**src/rtl/jtsdram_arb_if.sv**
```systemverilog
// ---------------------------------------------------------------------------
// jtsdram_arb_if
//   Bundles every signal that crosses the arbiter boundary: the four bank
//   requesters on one side and the single-port SDRAM controller on the other.
//
//   modport master : the arbiter's view (drives SDRAM commands and the
//                    per-requester ack/rdy/data, plus the status flags)
//   modport slave  : the surrounding system's view (requesters + controller)
//
//   Requester side : req_rd[3:0], req_wr, ba0..ba3_addr, ba0_din, ba0_din_m,
//                    req_ack[3:0], req_rdy[3:0], req_dout
//   Controller side: sdram_rd, sdram_wr, sdram_ba, sdram_addr, sdram_din,
//                    sdram_din_m, sdram_ack, sdram_rdy, sdram_dout
//   Control/status : hold, busy, tout, last_ba
// ---------------------------------------------------------------------------
interface jtsdram_arb_if #(
  parameter int AW = 22,
  parameter int DW = 32
);
  // requester side
  logic [3:0]    req_rd;
  logic          req_wr;
  logic [AW-1:0] ba0_addr;
  logic [AW-1:0] ba1_addr;
  logic [AW-1:0] ba2_addr;
  logic [AW-1:0] ba3_addr;
  logic [15:0]   ba0_din;
  logic [1:0]    ba0_din_m;
  logic [3:0]    req_ack;
  logic [3:0]    req_rdy;
  logic [DW-1:0] req_dout;

  // controller side
  logic          sdram_rd;
  logic          sdram_wr;
  logic [1:0]    sdram_ba;
  logic [AW-1:0] sdram_addr;
  logic [15:0]   sdram_din;
  logic [1:0]    sdram_din_m;
  logic          sdram_ack;
  logic          sdram_rdy;
  logic [DW-1:0] sdram_dout;

  // control / status
  logic          hold;
  logic          busy;
  logic          tout;
  logic [1:0]    last_ba;

  modport master (
    input  req_rd, req_wr, ba0_addr, ba1_addr, ba2_addr, ba3_addr,
           ba0_din, ba0_din_m, sdram_ack, sdram_rdy, sdram_dout, hold,
    output req_ack, req_rdy, req_dout, sdram_rd, sdram_wr, sdram_ba,
           sdram_addr, sdram_din, sdram_din_m, busy, tout, last_ba
  );

  modport slave (
    output req_rd, req_wr, ba0_addr, ba1_addr, ba2_addr, ba3_addr,
           ba0_din, ba0_din_m, sdram_ack, sdram_rdy, sdram_dout, hold,
    input  req_ack, req_rdy, req_dout, sdram_rd, sdram_wr, sdram_ba,
           sdram_addr, sdram_din, sdram_din_m, busy, tout, last_ba
  );
endinterface

```
**src/rtl/jtsdram_arb.sv**
```systemverilog
// ---------------------------------------------------------------------------
// jtsdram_arb
//   Round-robin arbiter sharing one single-port SDRAM command interface among
//   four bank requesters. Requester 0 may read or write, requesters 1-3 only
//   read. One transaction is outstanding at a time; ack/rdy/data are routed
//   back to the owner, and a controller that never returns rdy after ack is
//   flagged by a sticky timeout.
//
//   Ports:
//     clk    : system clock
//     rst_n  : synchronous active-low reset
//     bus    : jtsdram_arb_if.master (requesters, controller, hold/status)
//
//   Parameters:
//     AW   : address width (requester and SDRAM word address)
//     DW   : read data width
//     TOUT : WAIT cycles without sdram_rdy before timing out (1..1023)
// ---------------------------------------------------------------------------
module jtsdram_arb #(
  parameter int AW   = 22,
  parameter int DW   = 32,
  parameter int TOUT = 1023
) (
  input  logic                clk,
  input  logic                rst_n,
  jtsdram_arb_if.master       bus
);

  typedef enum logic [1:0] {
    ST_IDLE = 2'd0,
    ST_CMD  = 2'd1,
    ST_WAIT = 2'd2
  } state_t;

  // Last WAIT count value before the timeout fires: the counter starts at 0
  // on the first WAIT cycle, so TOUT WAIT cycles end when it equals TOUT-1.
  localparam logic [9:0] TOUT_LAST = 10'(TOUT - 1);

  // -------------------------------------------------------------------------
  // State and registered outputs
  // -------------------------------------------------------------------------
  state_t        r_state;
  logic [1:0]    r_ptr;
  logic [9:0]    r_cnt;
  logic          r_sdram_rd;
  logic          r_sdram_wr;
  logic [1:0]    r_sdram_ba;
  logic [AW-1:0] r_sdram_addr;
  logic [15:0]   r_sdram_din;
  logic [1:0]    r_sdram_din_m;
  logic [3:0]    r_req_ack;
  logic [3:0]    r_req_rdy;
  logic [DW-1:0] r_req_dout;
  logic          r_busy;
  logic          r_tout;
  logic [1:0]    r_last_ba;

  state_t        w_state_next;
  logic [1:0]    w_ptr_next;
  logic [9:0]    w_cnt_next;
  logic          w_sdram_rd_next;
  logic          w_sdram_wr_next;
  logic [1:0]    w_sdram_ba_next;
  logic [AW-1:0] w_sdram_addr_next;
  logic [15:0]   w_sdram_din_next;
  logic [1:0]    w_sdram_din_m_next;
  logic [3:0]    w_req_ack_next;
  logic [3:0]    w_req_rdy_next;
  logic [DW-1:0] w_req_dout_next;
  logic          w_busy_next;
  logic          w_tout_next;
  logic [1:0]    w_last_ba_next;

  // -------------------------------------------------------------------------
  // Requester address table and round-robin search
  // -------------------------------------------------------------------------
  logic [AW-1:0] w_addr_arr [4];
  logic [1:0]    w_cand     [4];
  logic [3:0]    w_hit;
  logic [3:0]    w_owner_oh;
  logic [1:0]    w_win;

  assign w_addr_arr[0] = bus.ba0_addr;
  assign w_addr_arr[1] = bus.ba1_addr;
  assign w_addr_arr[2] = bus.ba2_addr;
  assign w_addr_arr[3] = bus.ba3_addr;

  // w_cand[k] is the requester examined k-th, starting just after the last
  // winner; the 2-bit add wraps modulo 4 naturally.
  for (genvar gi = 0; gi < 4; gi++) begin : g_search
    assign w_cand[gi] = r_ptr + 2'(gi + 1);
    assign w_hit[gi]  = bus.req_rd[w_cand[gi]];
  end

  // The owner of the transaction in flight is the registered bank select.
  for (genvar gi = 0; gi < 4; gi++) begin : g_owner
    assign w_owner_oh[gi] = (r_sdram_ba == 2'(gi));
  end

  always_comb begin
    w_win = w_cand[3];
    if (w_hit[0])      w_win = w_cand[0];
    else if (w_hit[1]) w_win = w_cand[1];
    else if (w_hit[2]) w_win = w_cand[2];
  end

  // -------------------------------------------------------------------------
  // Next-state and output logic
  // -------------------------------------------------------------------------
  always_comb begin
    w_state_next       = r_state;
    w_ptr_next         = r_ptr;
    w_cnt_next         = r_cnt;
    w_sdram_rd_next    = r_sdram_rd;
    w_sdram_wr_next    = r_sdram_wr;
    w_sdram_ba_next    = r_sdram_ba;
    w_sdram_addr_next  = r_sdram_addr;
    w_sdram_din_next   = r_sdram_din;
    w_sdram_din_m_next = r_sdram_din_m;
    w_req_ack_next     = 4'd0;   // ack/rdy are single-cycle pulses
    w_req_rdy_next     = 4'd0;
    w_req_dout_next    = r_req_dout;
    w_busy_next        = r_busy;
    w_tout_next        = r_tout;
    w_last_ba_next     = r_last_ba;

    case (r_state)
      ST_IDLE: begin
        // sdram_rdy is deliberately ignored here: nothing is outstanding.
        if (!bus.hold && (|bus.req_rd)) begin
          w_sdram_ba_next    = w_win;
          w_sdram_addr_next  = w_addr_arr[w_win];
          // Only requester 0 carries write data; others register zeros.
          w_sdram_din_next   = (w_win == 2'd0) ? bus.ba0_din   : 16'd0;
          w_sdram_din_m_next = (w_win == 2'd0) ? bus.ba0_din_m : 2'd0;
          w_sdram_wr_next    = (w_win == 2'd0) && bus.req_wr;
          w_sdram_rd_next    = !((w_win == 2'd0) && bus.req_wr);
          w_ptr_next         = w_win;
          w_last_ba_next     = w_win;
          w_busy_next        = 1'b1;
          w_state_next       = ST_CMD;
        end
      end

      ST_CMD: begin
        // No timeout here: the controller may hold off acceptance forever.
        if (bus.sdram_ack) begin
          w_sdram_rd_next = 1'b0;
          w_sdram_wr_next = 1'b0;
          w_req_ack_next  = w_owner_oh;
          w_cnt_next      = 10'd0;
          if (bus.sdram_rdy) begin
            // Controller accepted and completed in the same cycle.
            w_req_rdy_next  = w_owner_oh;
            w_req_dout_next = bus.sdram_dout;
            w_busy_next     = 1'b0;
            w_state_next    = ST_IDLE;
          end else begin
            w_state_next    = ST_WAIT;
          end
        end
      end

      ST_WAIT: begin
        if (bus.sdram_rdy) begin
          w_req_rdy_next  = w_owner_oh;
          w_req_dout_next = bus.sdram_dout;
          w_busy_next     = 1'b0;
          w_state_next    = ST_IDLE;
        end else if (r_cnt == TOUT_LAST) begin
          // Release the owner with its old data so it does not hang.
          w_tout_next    = 1'b1;
          w_req_rdy_next = w_owner_oh;
          w_busy_next    = 1'b0;
          w_state_next   = ST_IDLE;
        end else begin
          w_cnt_next = r_cnt + 10'd1;
        end
      end

      default: begin
        w_state_next    = ST_IDLE;
        w_sdram_rd_next = 1'b0;
        w_sdram_wr_next = 1'b0;
        w_busy_next     = 1'b0;
      end
    endcase
  end

  // -------------------------------------------------------------------------
  // State register
  // -------------------------------------------------------------------------
  always_ff @(posedge clk) begin
    if (!rst_n) begin
      r_state       <= ST_IDLE;
      r_ptr         <= 2'd3;     // requester 0 searched first after reset
      r_cnt         <= 10'd0;
      r_sdram_rd    <= 1'b0;
      r_sdram_wr    <= 1'b0;
      r_sdram_ba    <= 2'd0;
      r_sdram_addr  <= '0;
      r_sdram_din   <= 16'd0;
      r_sdram_din_m <= 2'd0;
      r_req_ack     <= 4'd0;
      r_req_rdy     <= 4'd0;
      r_req_dout    <= '0;
      r_busy        <= 1'b0;
      r_tout        <= 1'b0;
      r_last_ba     <= 2'd0;
    end else begin
      r_state       <= w_state_next;
      r_ptr         <= w_ptr_next;
      r_cnt         <= w_cnt_next;
      r_sdram_rd    <= w_sdram_rd_next;
      r_sdram_wr    <= w_sdram_wr_next;
      r_sdram_ba    <= w_sdram_ba_next;
      r_sdram_addr  <= w_sdram_addr_next;
      r_sdram_din   <= w_sdram_din_next;
      r_sdram_din_m <= w_sdram_din_m_next;
      r_req_ack     <= w_req_ack_next;
      r_req_rdy     <= w_req_rdy_next;
      r_req_dout    <= w_req_dout_next;
      r_busy        <= w_busy_next;
      r_tout        <= w_tout_next;
      r_last_ba     <= w_last_ba_next;
    end
  end

  // -------------------------------------------------------------------------
  // Outputs
  // -------------------------------------------------------------------------
  assign bus.sdram_rd    = r_sdram_rd;
  assign bus.sdram_wr    = r_sdram_wr;
  assign bus.sdram_ba    = r_sdram_ba;
  assign bus.sdram_addr  = r_sdram_addr;
  assign bus.sdram_din   = r_sdram_din;
  assign bus.sdram_din_m = r_sdram_din_m;
  assign bus.req_ack     = r_req_ack;
  assign bus.req_rdy     = r_req_rdy;
  assign bus.req_dout    = r_req_dout;
  assign bus.busy        = r_busy;
  assign bus.tout        = r_tout;
  assign bus.last_ba     = r_last_ba;

endmodule

```
**src/flat_wrapper.sv**
```systemverilog
// flat-port wrapper written by rule: the top's interface ports become plain ports
module jtsdram_arb_flat 
#(
  parameter int AW   = 22,
  parameter int DW   = 32,
  parameter int TOUT = 1023
)
  (clk, rst_n, bus_req_rd, bus_req_wr, bus_ba0_addr, bus_ba1_addr, bus_ba2_addr, bus_ba3_addr, bus_ba0_din, bus_ba0_din_m, bus_sdram_ack, bus_sdram_rdy, bus_sdram_dout, bus_hold, bus_req_ack, bus_req_rdy, bus_req_dout, bus_sdram_rd, bus_sdram_wr, bus_sdram_ba, bus_sdram_addr, bus_sdram_din, bus_sdram_din_m, bus_busy, bus_tout, bus_last_ba);
  jtsdram_arb_if #(.AW(AW), .DW(DW)) bus_i ();
  input  logic clk;
  input  logic rst_n;
  input wire logic [$bits(bus_i.req_rd)-1:0] bus_req_rd;
  input wire logic [$bits(bus_i.req_wr)-1:0] bus_req_wr;
  input wire logic [$bits(bus_i.ba0_addr)-1:0] bus_ba0_addr;
  input wire logic [$bits(bus_i.ba1_addr)-1:0] bus_ba1_addr;
  input wire logic [$bits(bus_i.ba2_addr)-1:0] bus_ba2_addr;
  input wire logic [$bits(bus_i.ba3_addr)-1:0] bus_ba3_addr;
  input wire logic [$bits(bus_i.ba0_din)-1:0] bus_ba0_din;
  input wire logic [$bits(bus_i.ba0_din_m)-1:0] bus_ba0_din_m;
  input wire logic [$bits(bus_i.sdram_ack)-1:0] bus_sdram_ack;
  input wire logic [$bits(bus_i.sdram_rdy)-1:0] bus_sdram_rdy;
  input wire logic [$bits(bus_i.sdram_dout)-1:0] bus_sdram_dout;
  input wire logic [$bits(bus_i.hold)-1:0] bus_hold;
  output wire logic [$bits(bus_i.req_ack)-1:0] bus_req_ack;
  output wire logic [$bits(bus_i.req_rdy)-1:0] bus_req_rdy;
  output wire logic [$bits(bus_i.req_dout)-1:0] bus_req_dout;
  output wire logic [$bits(bus_i.sdram_rd)-1:0] bus_sdram_rd;
  output wire logic [$bits(bus_i.sdram_wr)-1:0] bus_sdram_wr;
  output wire logic [$bits(bus_i.sdram_ba)-1:0] bus_sdram_ba;
  output wire logic [$bits(bus_i.sdram_addr)-1:0] bus_sdram_addr;
  output wire logic [$bits(bus_i.sdram_din)-1:0] bus_sdram_din;
  output wire logic [$bits(bus_i.sdram_din_m)-1:0] bus_sdram_din_m;
  output wire logic [$bits(bus_i.busy)-1:0] bus_busy;
  output wire logic [$bits(bus_i.tout)-1:0] bus_tout;
  output wire logic [$bits(bus_i.last_ba)-1:0] bus_last_ba;
  assign bus_i.req_rd = bus_req_rd;
  assign bus_i.req_wr = bus_req_wr;
  assign bus_i.ba0_addr = bus_ba0_addr;
  assign bus_i.ba1_addr = bus_ba1_addr;
  assign bus_i.ba2_addr = bus_ba2_addr;
  assign bus_i.ba3_addr = bus_ba3_addr;
  assign bus_i.ba0_din = bus_ba0_din;
  assign bus_i.ba0_din_m = bus_ba0_din_m;
  assign bus_i.sdram_ack = bus_sdram_ack;
  assign bus_i.sdram_rdy = bus_sdram_rdy;
  assign bus_i.sdram_dout = bus_sdram_dout;
  assign bus_i.hold = bus_hold;
  assign bus_req_ack = bus_i.req_ack;
  assign bus_req_rdy = bus_i.req_rdy;
  assign bus_req_dout = bus_i.req_dout;
  assign bus_sdram_rd = bus_i.sdram_rd;
  assign bus_sdram_wr = bus_i.sdram_wr;
  assign bus_sdram_ba = bus_i.sdram_ba;
  assign bus_sdram_addr = bus_i.sdram_addr;
  assign bus_sdram_din = bus_i.sdram_din;
  assign bus_sdram_din_m = bus_i.sdram_din_m;
  assign bus_busy = bus_i.busy;
  assign bus_tout = bus_i.tout;
  assign bus_last_ba = bus_i.last_ba;
  jtsdram_arb #(.AW(AW), .DW(DW), .TOUT(TOUT)) u_core (.clk(clk), .rst_n(rst_n), .bus(bus_i));
endmodule
```
**config.mk**
```make
export PLATFORM = sky130hd
export DESIGN_NAME = jtsdram_arb_flat
export DESIGN_NICKNAME = d
export VERILOG_FILES = /design/src/rtl/jtsdram_arb_if.sv /design/src/rtl/jtsdram_arb.sv /design/src/flat_wrapper.sv
export SDC_FILE = /design/constraint.sdc
export NUM_CORES = 1
export LEC_CHECK = 0
export BUFFER_PORTS_ARGS = -buffer_cell sky130_fd_sc_hd__buf_2
export CORE_UTILIZATION = 49
export DETAILED_ROUTE_END_ITERATION = 10
export PLACE_DENSITY = 0.89
export SYNTH_ARGS = -nofsm -noshare
export SYNTH_HDL_FRONTEND = slang
export SYNTH_SLANG_ARGS = --single-unit
```
**constraint.sdc**
```tcl
create_clock -name clk -period 5.6 [get_ports clk]
set_clock_uncertainty 0.1 [all_clocks]
set_input_delay 0.56 -clock clk [delete_from_list [all_inputs] [get_ports clk]]
set_output_delay 0.56 -clock clk [all_outputs]
set_load 0.02 [all_outputs]
```
[Yosys cells after proc, flatten, opt, wreduce, memory -nomap -nowiden]
Cells that the tools add are included.
W data, S select, Z words.
Operators by class
  bitwise logic cells: 3
  order comparisons: 4
  reduce and logical (&&, ||, !) cells: 17
  add/subtract/negate cells: 4
  equal/unequal tests: 12
  multiplexer cells: 43
Operators with widths (count)
  $mux W32: 2
  $pmux W32 S2: 1
  $bmux W22 S2: 1
  $mux W22: 2
  $mux W10: 3
  $pmux W10 S2: 1
  $mux W2: 9
  $mux W16: 1
  $mux W4: 4
  $reduce_and A3 Y1: 4
  $mux W1: 11
  $add A10 B1 Y10 const B: 1
  $eq A10 B10 Y1 const B: 1
  $lt A2 B3 Y1 const B: 3
  $pmux W1 S3: 3
  $ne A2 B2 Y1 const B: 4
  $pmux W4 S2: 1
  $reduce_and A4 Y1: 2
  $bmux W1 S2: 3
  $eq A2 B2 Y1 const B: 3
  $logic_not A2 Y1: 3
  $pmux W2 S3: 1
  $add A2 B2 Y2 const B: 2
  $eq A2 B1 Y1 const B: 2
  11 further kinds: 15
Word-level totals
  register bits after elaboration: 100
  output and inout bits: 88
  input port bits: 148
  logic and storage cells: 97

[Depth between registers and ports, before layout]
Gate-level depths: netlist of run 1.
  depth in word-level cells: 11
  depth in mapped cells: 7
  gate-level depth less buffers: 7

[Worst setup path before layout of run 1]
Ideal clock, no wire load.
  path type: input to register
  start: input bus_req_rd[0]
  end: register u_core.r_sdram_addr[10], in the netlist u_core.bus.sdram_addr[10]
  stages: 7
  library setup time: 0.130 ns
  required time: 5.370 ns
  path slack: 3.728 ns
  path buffers: 2
  data arrival time: 1.642 ns
  cells stage by stage: nand2b_1 a21o_1 and3_1 buf_6 buf_2 a211oi_1 a311oi_1
Between the ends
  word-level cells in the longest chain between the ends: 9
  elaborated cells between the ends (all ways): 16
  classes of those cells: 12 x mux; 1 x bitwise; 3 x reduce/logical
Ends and longest elaborated chain
  start, declared: line flat_wrapper.sv:12  | input wire logic [$bits(bus_i.req_rd)-1:0] bus_req_rd;
  $bmux W1 S2: line jtsdram_arb.sv:92  | assign w_hit[gi] = bus.req_rd[w_cand[gi]];
  $mux W1 (implied by the code): line jtsdram_arb.sv:92
  $mux W2: line jtsdram_arb.sv:104  | else if (w_hit[2]) w_win = w_cand[2];
  $mux W2: line jtsdram_arb.sv:103  | else if (w_hit[1]) w_win = w_cand[1];
  $mux W2: line jtsdram_arb.sv:102  | if (w_hit[0]) w_win = w_cand[0];
  $not A2 Y3 (implied by the code): line jtsdram_arb.sv:132  | w_sdram_addr_next = w_addr_arr[w_win];
  $bmux W22 S2: line jtsdram_arb.sv:132
  $mux W22 (implied by the code) (2 in series): line jtsdram_arb.sv:132
  end signal, assigned: line jtsdram_arb.sv:217  | r_sdram_addr <= w_sdram_addr_next;
  end, declared: line jtsdram_arb.sv:48  | logic [AW-1:0] r_sdram_addr;
Several ways; a longest one is shown, not always the timed one. The select of a mux whose other input is x is not followed.
A chain may end at the register's enable or synchronous reset.

[Worst setup path after layout of run 1]
  start: register u_core.r_ptr[1]
  end: register u_core.r_sdram_addr[16], in the netlist u_core.bus.sdram_addr[16]
Between the ends
  word-level cells in the longest chain between the ends: 10
  elaborated cells between the ends (all ways): 16
  classes of those cells: 3 x add/sub; 12 x mux; 1 x bitwise
Ends and longest elaborated chain
  start, declared: line jtsdram_arb.sv:43  | logic [1:0] r_ptr;
  start signal, assigned: line jtsdram_arb.sv:212  | r_ptr <= w_ptr_next;
  $add A2 B2 Y2: line jtsdram_arb.sv:91  | assign w_cand[gi] = r_ptr + 2'(gi + 1);
  $bmux W1 S2: line jtsdram_arb.sv:92
  $mux W1 (implied by the code): line jtsdram_arb.sv:92
  $mux W2: line jtsdram_arb.sv:104
  $mux W2: line jtsdram_arb.sv:103
  $mux W2 *: line jtsdram_arb.sv:102
  $not A2 Y3 (implied by the code) *: line jtsdram_arb.sv:132
  $bmux W22 S2 *: line jtsdram_arb.sv:132
  $mux W22 (implied by the code) * (2 in series): line jtsdram_arb.sv:132
Every way passes the cells marked *; elsewhere a longest branch is shown, timed or not. The select of a mux whose other input is x is not followed.

==> results of run 1 <==
layout make-up:
type / instances / area (um^2)
flip-flops and latches: 100 / 2002
inverters: 27 / 101.3
clock inverters: 6 / 81.33
fillers: 787 / 3217
clock buffers: 10 / 137.6
well taps: 129 / 161.4
multi-input cells: 391 / 2349
repair buffers: 237 / 1191
power by group through the flow:
| stage | clock, mW | combinational, mW | sequential, mW |
|---|---|---|---|
| floorplan | 0 | 0.353 | 0.960 |
| global placement | 0 | 0.629 | 0.866 |
| detailed placement | 0 | 0.649 | 0.871 |
| CTS | 0.505 | 0.651 | 0.856 |
| global route | 0.536 | 0.713 | 0.868 |
| finish | 0.498 | 0.652 | 0.858 |
synth_stat cells, types with 16 or more instances:
cell,number
a21boi_0,34
nor2b_1,22
a31oi_1,24
a211oi_1,22
clkbuf_1,23
o21ai_0,30
a311oi_1,23
a32oi_1,18
nand2_1,123
nor2_1,16
inv_1,27
dfxtp_1,100
critical path, delay by kind of cell (launching register included):
family | cells | cell delay, ps
simple gates | 2 | 1220
compound gates | 3 | 1040
flops | 1 | 450
sequential cells by signal, indices dropped and copies added, names as in the netlist:
name,cells
u_core.bus.busy,1
u_core.bus.req_ack,4
u_core.bus.req_dout,32
u_core.bus.req_rdy,4
u_core.bus.sdram_addr,22
u_core.bus.sdram_ba,2
u_core.bus.sdram_din,16
u_core.bus.sdram_din_m,2
u_core.bus.sdram_rd,1
u_core.bus.sdram_wr,1
u_core.bus.tout,1
u_core.r_cnt,10
u_core.r_ptr,2
u_core.r_state,2
per-stage QoR:
| stage | setup slack (ps) | area [um^2] | instances | total power [mW] | util |
|---|---|---|---|---|---|
| 2_1_floorplan | 3728 | 4662 | 561 | 1.313 | - |
| 3_3_place_gp | 2631 | 5804 | 884 | 1.495 | 0.6282 |
| 3_5_place_dp | 2478 | 5804 | 884 | 1.520 | 0.6282 |
| 4_1_cts | 2723 | 6023 | 900 | 2.011 | 0.6519 |
| 5_1_grt | 2472 | 6023 | 900 | 2.117 | 0.6519 |
| 6_report | 2695 | 6023 | 900 | 2.008 | 0.6519 |
cell families (layout without fill, tap and decap cells):
kind of cell               count (synthesis)  in the layout
and+or+nand+nor                          207            207
AOI/OAI and AO/OA                        171            171
DFF                                      100            100
buffers and inverters                     70            280
xor gates and xnor gates                   8              8
adders and majority gates                  5              5
worst min path at each step:
| stage | startpoint | depth (start not counted) | to | slack [ps] |
|---|---|---|---|---|
| finish | bus_sdram_dout[8] | 3 | u_core.bus.req_dout[8] | 320 |
| global route | bus_sdram_dout[21] | 3 | u_core.bus.req_dout[21] | 320 |
| CTS | bus_sdram_dout[13] | 3 | u_core.bus.req_dout[13] | 320 |
| detailed placement | u_core.bus.req_dout[13] | 2 | u_core.bus.req_dout[13] | 350 |
| global placement | u_core.bus.req_dout[6] | 2 | u_core.bus.req_dout[6] | 350 |
| floorplan | u_core.r_state[1] | 2 | u_core.r_state[1] | 370 |
per-layer routing:
metal,global-route usage,share of wire
met5,0,0
met3,0.04849,0.069
met2,0.4760,0.51
met4,0.1380,0.032
met1,0.3060,0.39
==> results by group, run 1 <==
Run status
  • Outcome: complete, no violations

Clocking
  • Clock Path Buffers: 2
  • Clk sinks: 100
  • Clock Tree Root: clkbuf_8
  • Post-CTS setup buffer count: 0
  • Total CTS buffers: 9
  • Clk Latency, worst-skew pair: 370 ps
  • Hold buffers post-CTS: 0
  • TritonCTS clock tree: yes
  • Clock transition at path regs: 120 ps
  • H-tree depth: 3
  • CTS resizes: 0

Logic synthesis
  • Mapped Area: 4662 um^2
  • Synth Area in Compound Gates: 0.2654
  • Post-synthesis cell type count: 50
  • Cells after synthesis: 561
  • Synth Area in Adders: 0.01342
  • Synthesized area per cell: 8.310 um^2
  • Largest family of logic cells by synthesized area: compound AO/OA/AOI/OAI gates
  • Syn_nets: 714
  • Top post-synthesis cells by area: dfxtp_1 43%, nand2_1 9.9%, a21boi_0 5.5%
  • Xor/xnor share of the synthesized area: 0.01503
  • Post-synth EDFFs: 0
  • Proportion of synthesized area in mux cells: 0
  • Top_reg_cell synth: dfxtp_1
  • Cell taking the most area after synthesis: dfxtp_1
  • Register bit total from synthesis: 100
  • Area share of and/or/nand/nor cells after synthesis: 0.2088
  • Sequential share of the synthesized area: 0.4294
  • Synth Warn #: 0
  • Async S/R FF share, synth: 0
  • Synth top area share: 0.4294

STA
  • Final setup violation count: 0
  • RSZ-0062 raised after global routing: false
  • Slew HR: 0.2252
  • Fin crit period: 2905 ps
  • Setup TNS: 0 ps
  • Max Freq: 344.2 MHz
  • Fin crit share: 0.5188
  • Worst hold slack: 323.0 ps
  • Hold Vio Cnt, Final: 0
  • Slew of the pin with the lowest slew margin: 1162 ps
  • Pins over their slew limit: 0

Route
  • Vias: 5,034
  • Pre-antenna DRT Iters: 5
  • DRC viols: 0
  • Antenna Nets Post-Route: 0
  • Post-Route WL: 13.64 mm
  • DR vias/cell: 5.593
  • Routed len/inst: 15.16 um
  • Initial DRC count: 181

Final layout
  • Layout cells sized above 1: 0.3411
  • Most frequent cells in the layout: 235 x buf_2, 123 x nand2_1, 100 x dfxtp_1
  • # nets final: 919
  • Ant. Diodes: 0
  • Commonest non-fill, non-tap cell in the layout: buf_2
  • Area grow syn2layout: 29.20%

Place
  • GPL Wtd Cong: 0.8348
  • Detailed placement HPWL: 9.862 mm
  • Buffers on Ports: 235

Setup path
  • FF-to-FF End: u_core.bus.sdram_addr[16]
  • CP Capture Type: flip-flop
  • Crit path from: u_core.r_ptr[1]
  • R2R Path Start: u_core.r_ptr[1]
  • FF-to-FF path depth: 5
  • Required @ worst endpoint: 5780 ps
  • Crit-path max FO: 64
  • FF-to-FF setup slack: 2690 ps
  • Worst path cell trace: nand2b_1 -> a21o_1 -> and3_2 -> a211oi_1 -> a311oi_1
  • Crit path DAT: 3080 ps
  • WS Path Type: flip-flop to flip-flop
  • Critical Path Source Type: flip-flop
  • Slowest-stage cell, CP: and3_2
  • Worst setup path end: u_core.bus.sdram_addr[16]
  • Slowest stage delay, CP: 1080 ps

Floorplanning
  • Core footprint: 9240 um^2
  • Die area: 9908 um^2
  • Die height: 99.54 um
  • Die X: 99.54 um
  • # IOs: 236
  • Starting Density: 0.5045
  • Cell row count: 35

Pwr
  • Switching power: 757.6 uW
  • Sw Ratio: 0.3772
  • Pint: 1.251 mW
  • Clock share of power: 0.248
  • Pwr/cell area: 333.4 nW/um^2
  • Logic pwr share: 0.325
  • Seq pwr share: 0.427
  • Leak: 2.703 nW
  • Worst VDD drop: 0.2088 mV

Global routing
  • Total grt overflow: 0
  • Largest net degree at the start of global routing: 90
  • Overall routing resource usage: 0.2675
  • Initial antenna violation count: 0
  • First-pass GRT wire length: 21.22 mm
  • Vias in the first global route: 4,575

Hold path
  • HP Class: input port to flip-flop

Job
  • Max-cap violation count: 0
Note: power is estimated with default switching activity, not from simulation.
==> inputs of run 2 (changes only) <==
CORE_UTILIZATION = 46   (was 49)
PLACE_DENSITY = 0.85   (was 0.89)
clock period = 2.7 ns   (was 5.6 ns; I/O delays follow)
==> run 2 against run 1 <==
- sequential share of layout area decreased by 0.27 points
- total power increased by 100%
- cell area up 0.83%
- critical path type unchanged
- cell count up 1.3%
- critical endpoint is now u_core.bus.sdram_din[15]
- sequential power rose by 110%
- die area increased by 6.4%
==> results by group, run 2 (synthesis results as in run 1) <==
Run status
  • Outcome: complete, no violations

Setup path
  • Worst setup path end: u_core.bus.sdram_din[15]
  • Crit path DAT: 2480 ps (-600 ps)
  • R2R Path Start: u_core.r_state[0]
  • WS Path Type: flip-flop to flip-flop
  • FF-to-FF setup slack: 430 ps (-2270 ps)
  • Critical Path Source Type: flip-flop
  • FF-to-FF path depth: 6 (+1)
  • Required @ worst endpoint: 2910 ps (-2870 ps)
  • Crit path from: u_core.r_state[0]
  • CP Capture Type: flip-flop
  • FF-to-FF End: u_core.bus.sdram_din[15]
  • Crit-path max FO: 20 (-69%)

Route
  • Initial DRC count: 193 (+6.6%)
  • Antenna Nets Post-Route: 0 (unchanged)
  • DRC viols: 0 (unchanged)
  • Vias: 4,992 (-0.83%)
  • Pre-antenna DRT Iters: 4 (-1)
  • DR vias/cell: 5.474 (-2.1%)
  • Post-Route WL: 13.62 mm (-0.17%)
  • Routed len/inst: 14.93 um (-1.5%)

Pwr
  • Pint: 2.507 mW (+100%)
  • Seq pwr share: 0.436 (+0.009)
  • Leak: 2.734 nW (+1.1%)
  • Pwr/cell area: 672.6 nW/um^2 (+100%)
  • Switching power: 1.578 mW (+110%)
  • Worst VDD drop: 0.3490 mV (+67%)
  • Logic pwr share: 0.341 (+0.016)
  • Sw Ratio: 0.3862 (+0.008971)
  • Clock share of power: 0.222 (-0.026)

Floorplanning
  • Core footprint: 9819 um^2 (+6.3%)
  • Die area: 10,540 um^2 (+6.4%)
  • Starting Density: 0.4748 (-0.02977)
  • # IOs: 236 (unchanged)
  • Die X: 102.7 um (+3.1%)
  • Die height: 102.7 um (+3.1%)
  • Cell row count: 36 (+2.9%)

Final layout
  • Area grow syn2layout: 30.27%
  • Number of fill cells: 901 (+14%)
  • # nets final: 927 (+0.87%)
  • Ant. Diodes: 0 (unchanged)
  • Number of flip-flops in the largest register: 32 (unchanged)
  • Multi-input logic area: 2349 um^2 (unchanged)
  • Most frequent cells in the layout: 235 x buf_2, 123 x nand2_1, 100 x dfxtp_1
  • Layout cells sized above 1: 0.3466 (+0.005483)
  • Commonest non-fill, non-tap cell in the layout: buf_2
  • Register area: 2002 um^2 (unchanged)

Clocking
  • Clk sinks: 100 (unchanged)
  • Clock Path Buffers: 2 (unchanged)
  • Clk Latency, worst-skew pair: 360 ps (about the same)
  • CTS resizes: 0 (unchanged)
  • Clock Tree Root: clkbuf_8
  • Hold buffers post-CTS: 0 (unchanged)
  • Post-CTS setup buffer count: 0 (unchanged)
  • H-tree depth: 3 (unchanged)
  • TritonCTS clock tree: yes
  • Total CTS buffers: 9 (unchanged)
  • Clock transition at path regs: 110 ps (about the same)

Place
  • Detailed placement HPWL: 10.00 mm (+1.4%)
  • GPL Wtd Cong: 0.8977 (+7.5%)
  • Buffers on Ports: 235 (unchanged)

STA
  • Hold Vio Cnt, Final: 0 (unchanged)
  • Pins over their slew limit: 0 (unchanged)
  • Final setup violation count: 0 (unchanged)
  • Worst hold slack: 38.72 ps (-284.3 ps)
  • Fin crit share: 0.8415 (+0.3227)
  • Setup TNS: 0 ps (unchanged)
  • Slew HR: 0.3402 (+0.1150)
  • Max Freq: 440.1 MHz (+28%)
  • Fin crit period: 2272 ps (-633.3 ps)
  • RSZ-0062 raised after global routing: false
  • Slew of the pin with the lowest slew margin: 989.6 ps (-172.4 ps)

Global routing
  • Initial antenna violation count: 0 (unchanged)
  • Largest net degree at the start of global routing: 90 (unchanged)
  • Overall routing resource usage: 0.2543 (-0.01324)
  • Total grt overflow: 0 (unchanged)
  • First-pass GRT wire length: 21.23 mm (about the same)
  • Vias in the first global route: 4,612 (+0.81%)

Hold path
  • HP Class: input port to flip-flop

Job
  • Max-cap violation count: 0 (unchanged)
## run 2: layer usage
metal	part of all wire	global-route usage
met1	0.41	0.3140
met2	0.50	0.4385
met3	0.066	0.05085
met4	0.021	0.09121
met5	0	0
## run 2: worst min path at each step
stage	slack (ps)	depth (start not counted)	end	startpoint
final	40	3	u_core.bus.req_dout[10]	bus_sdram_dout[10]
after global routing	20	3	u_core.bus.req_dout[14]	bus_sdram_dout[14]
after CTS	30	3	u_core.bus.req_dout[8]	bus_sdram_dout[8]
after detailed placement	360	2	u_core.bus.req_dout[23]	u_core.bus.req_dout[23]
after global placement	350	2	u_core.bus.req_dout[29]	u_core.bus.req_dout[29]
after floorplan	310	2	u_core.bus.req_dout[28]	bus_sdram_dout[28]
## run 2: area by class of cell
class	count	area share
inverter	27	0.01669
timing repair buffer	245	0.2101
multi-input combinational	391	0.3867
clock buffer	10	0.02101
clock inverter	6	0.008447
tap	133	0.02740
sequential	100	0.3296
## run 2: power by group through the flow
stage          sequential (mW)  combinational, mW  clock [mW]
2_1_floorplan             1.99              0.732           0
3_3_place_gp              1.80               1.34           0
3_5_place_dp              1.81               1.38           0
4_1_cts                   1.78               1.39       0.924
5_1_grt                   1.80               1.53       0.991
6_report                  1.78               1.39       0.908
## run 2: critical path, cell delays in order, from the launching register on
cell and delay [ps]:
dfxtp_1 350, inv_1 100, ha_1 250, nor3b_4 410, o21a_1 640, a32oi_1 220
nor2b_1 150
## run 2: metrics by stage
| stage | power (mW) | setup WS (ps) | utilization | area, um^2 | std cells |
|---|---|---|---|---|---|
| 6_report | 4.085 | 427.8 | 0.6185 | 6073 | 912 |
| 5_1_grt | 4.321 | 235.8 | 0.6185 | 6073 | 912 |
| 3_3_place_gp | 3.148 | 579.2 | 0.6003 | 5894 | 896 |
| 3_5_place_dp | 3.195 | 515.0 | 0.6003 | 5894 | 896 |
| 2_1_floorplan | 2.723 | 852.8 | - | 4662 | 561 |
| 4_1_cts | 4.095 | 473.4 | 0.6185 | 6073 | 912 |
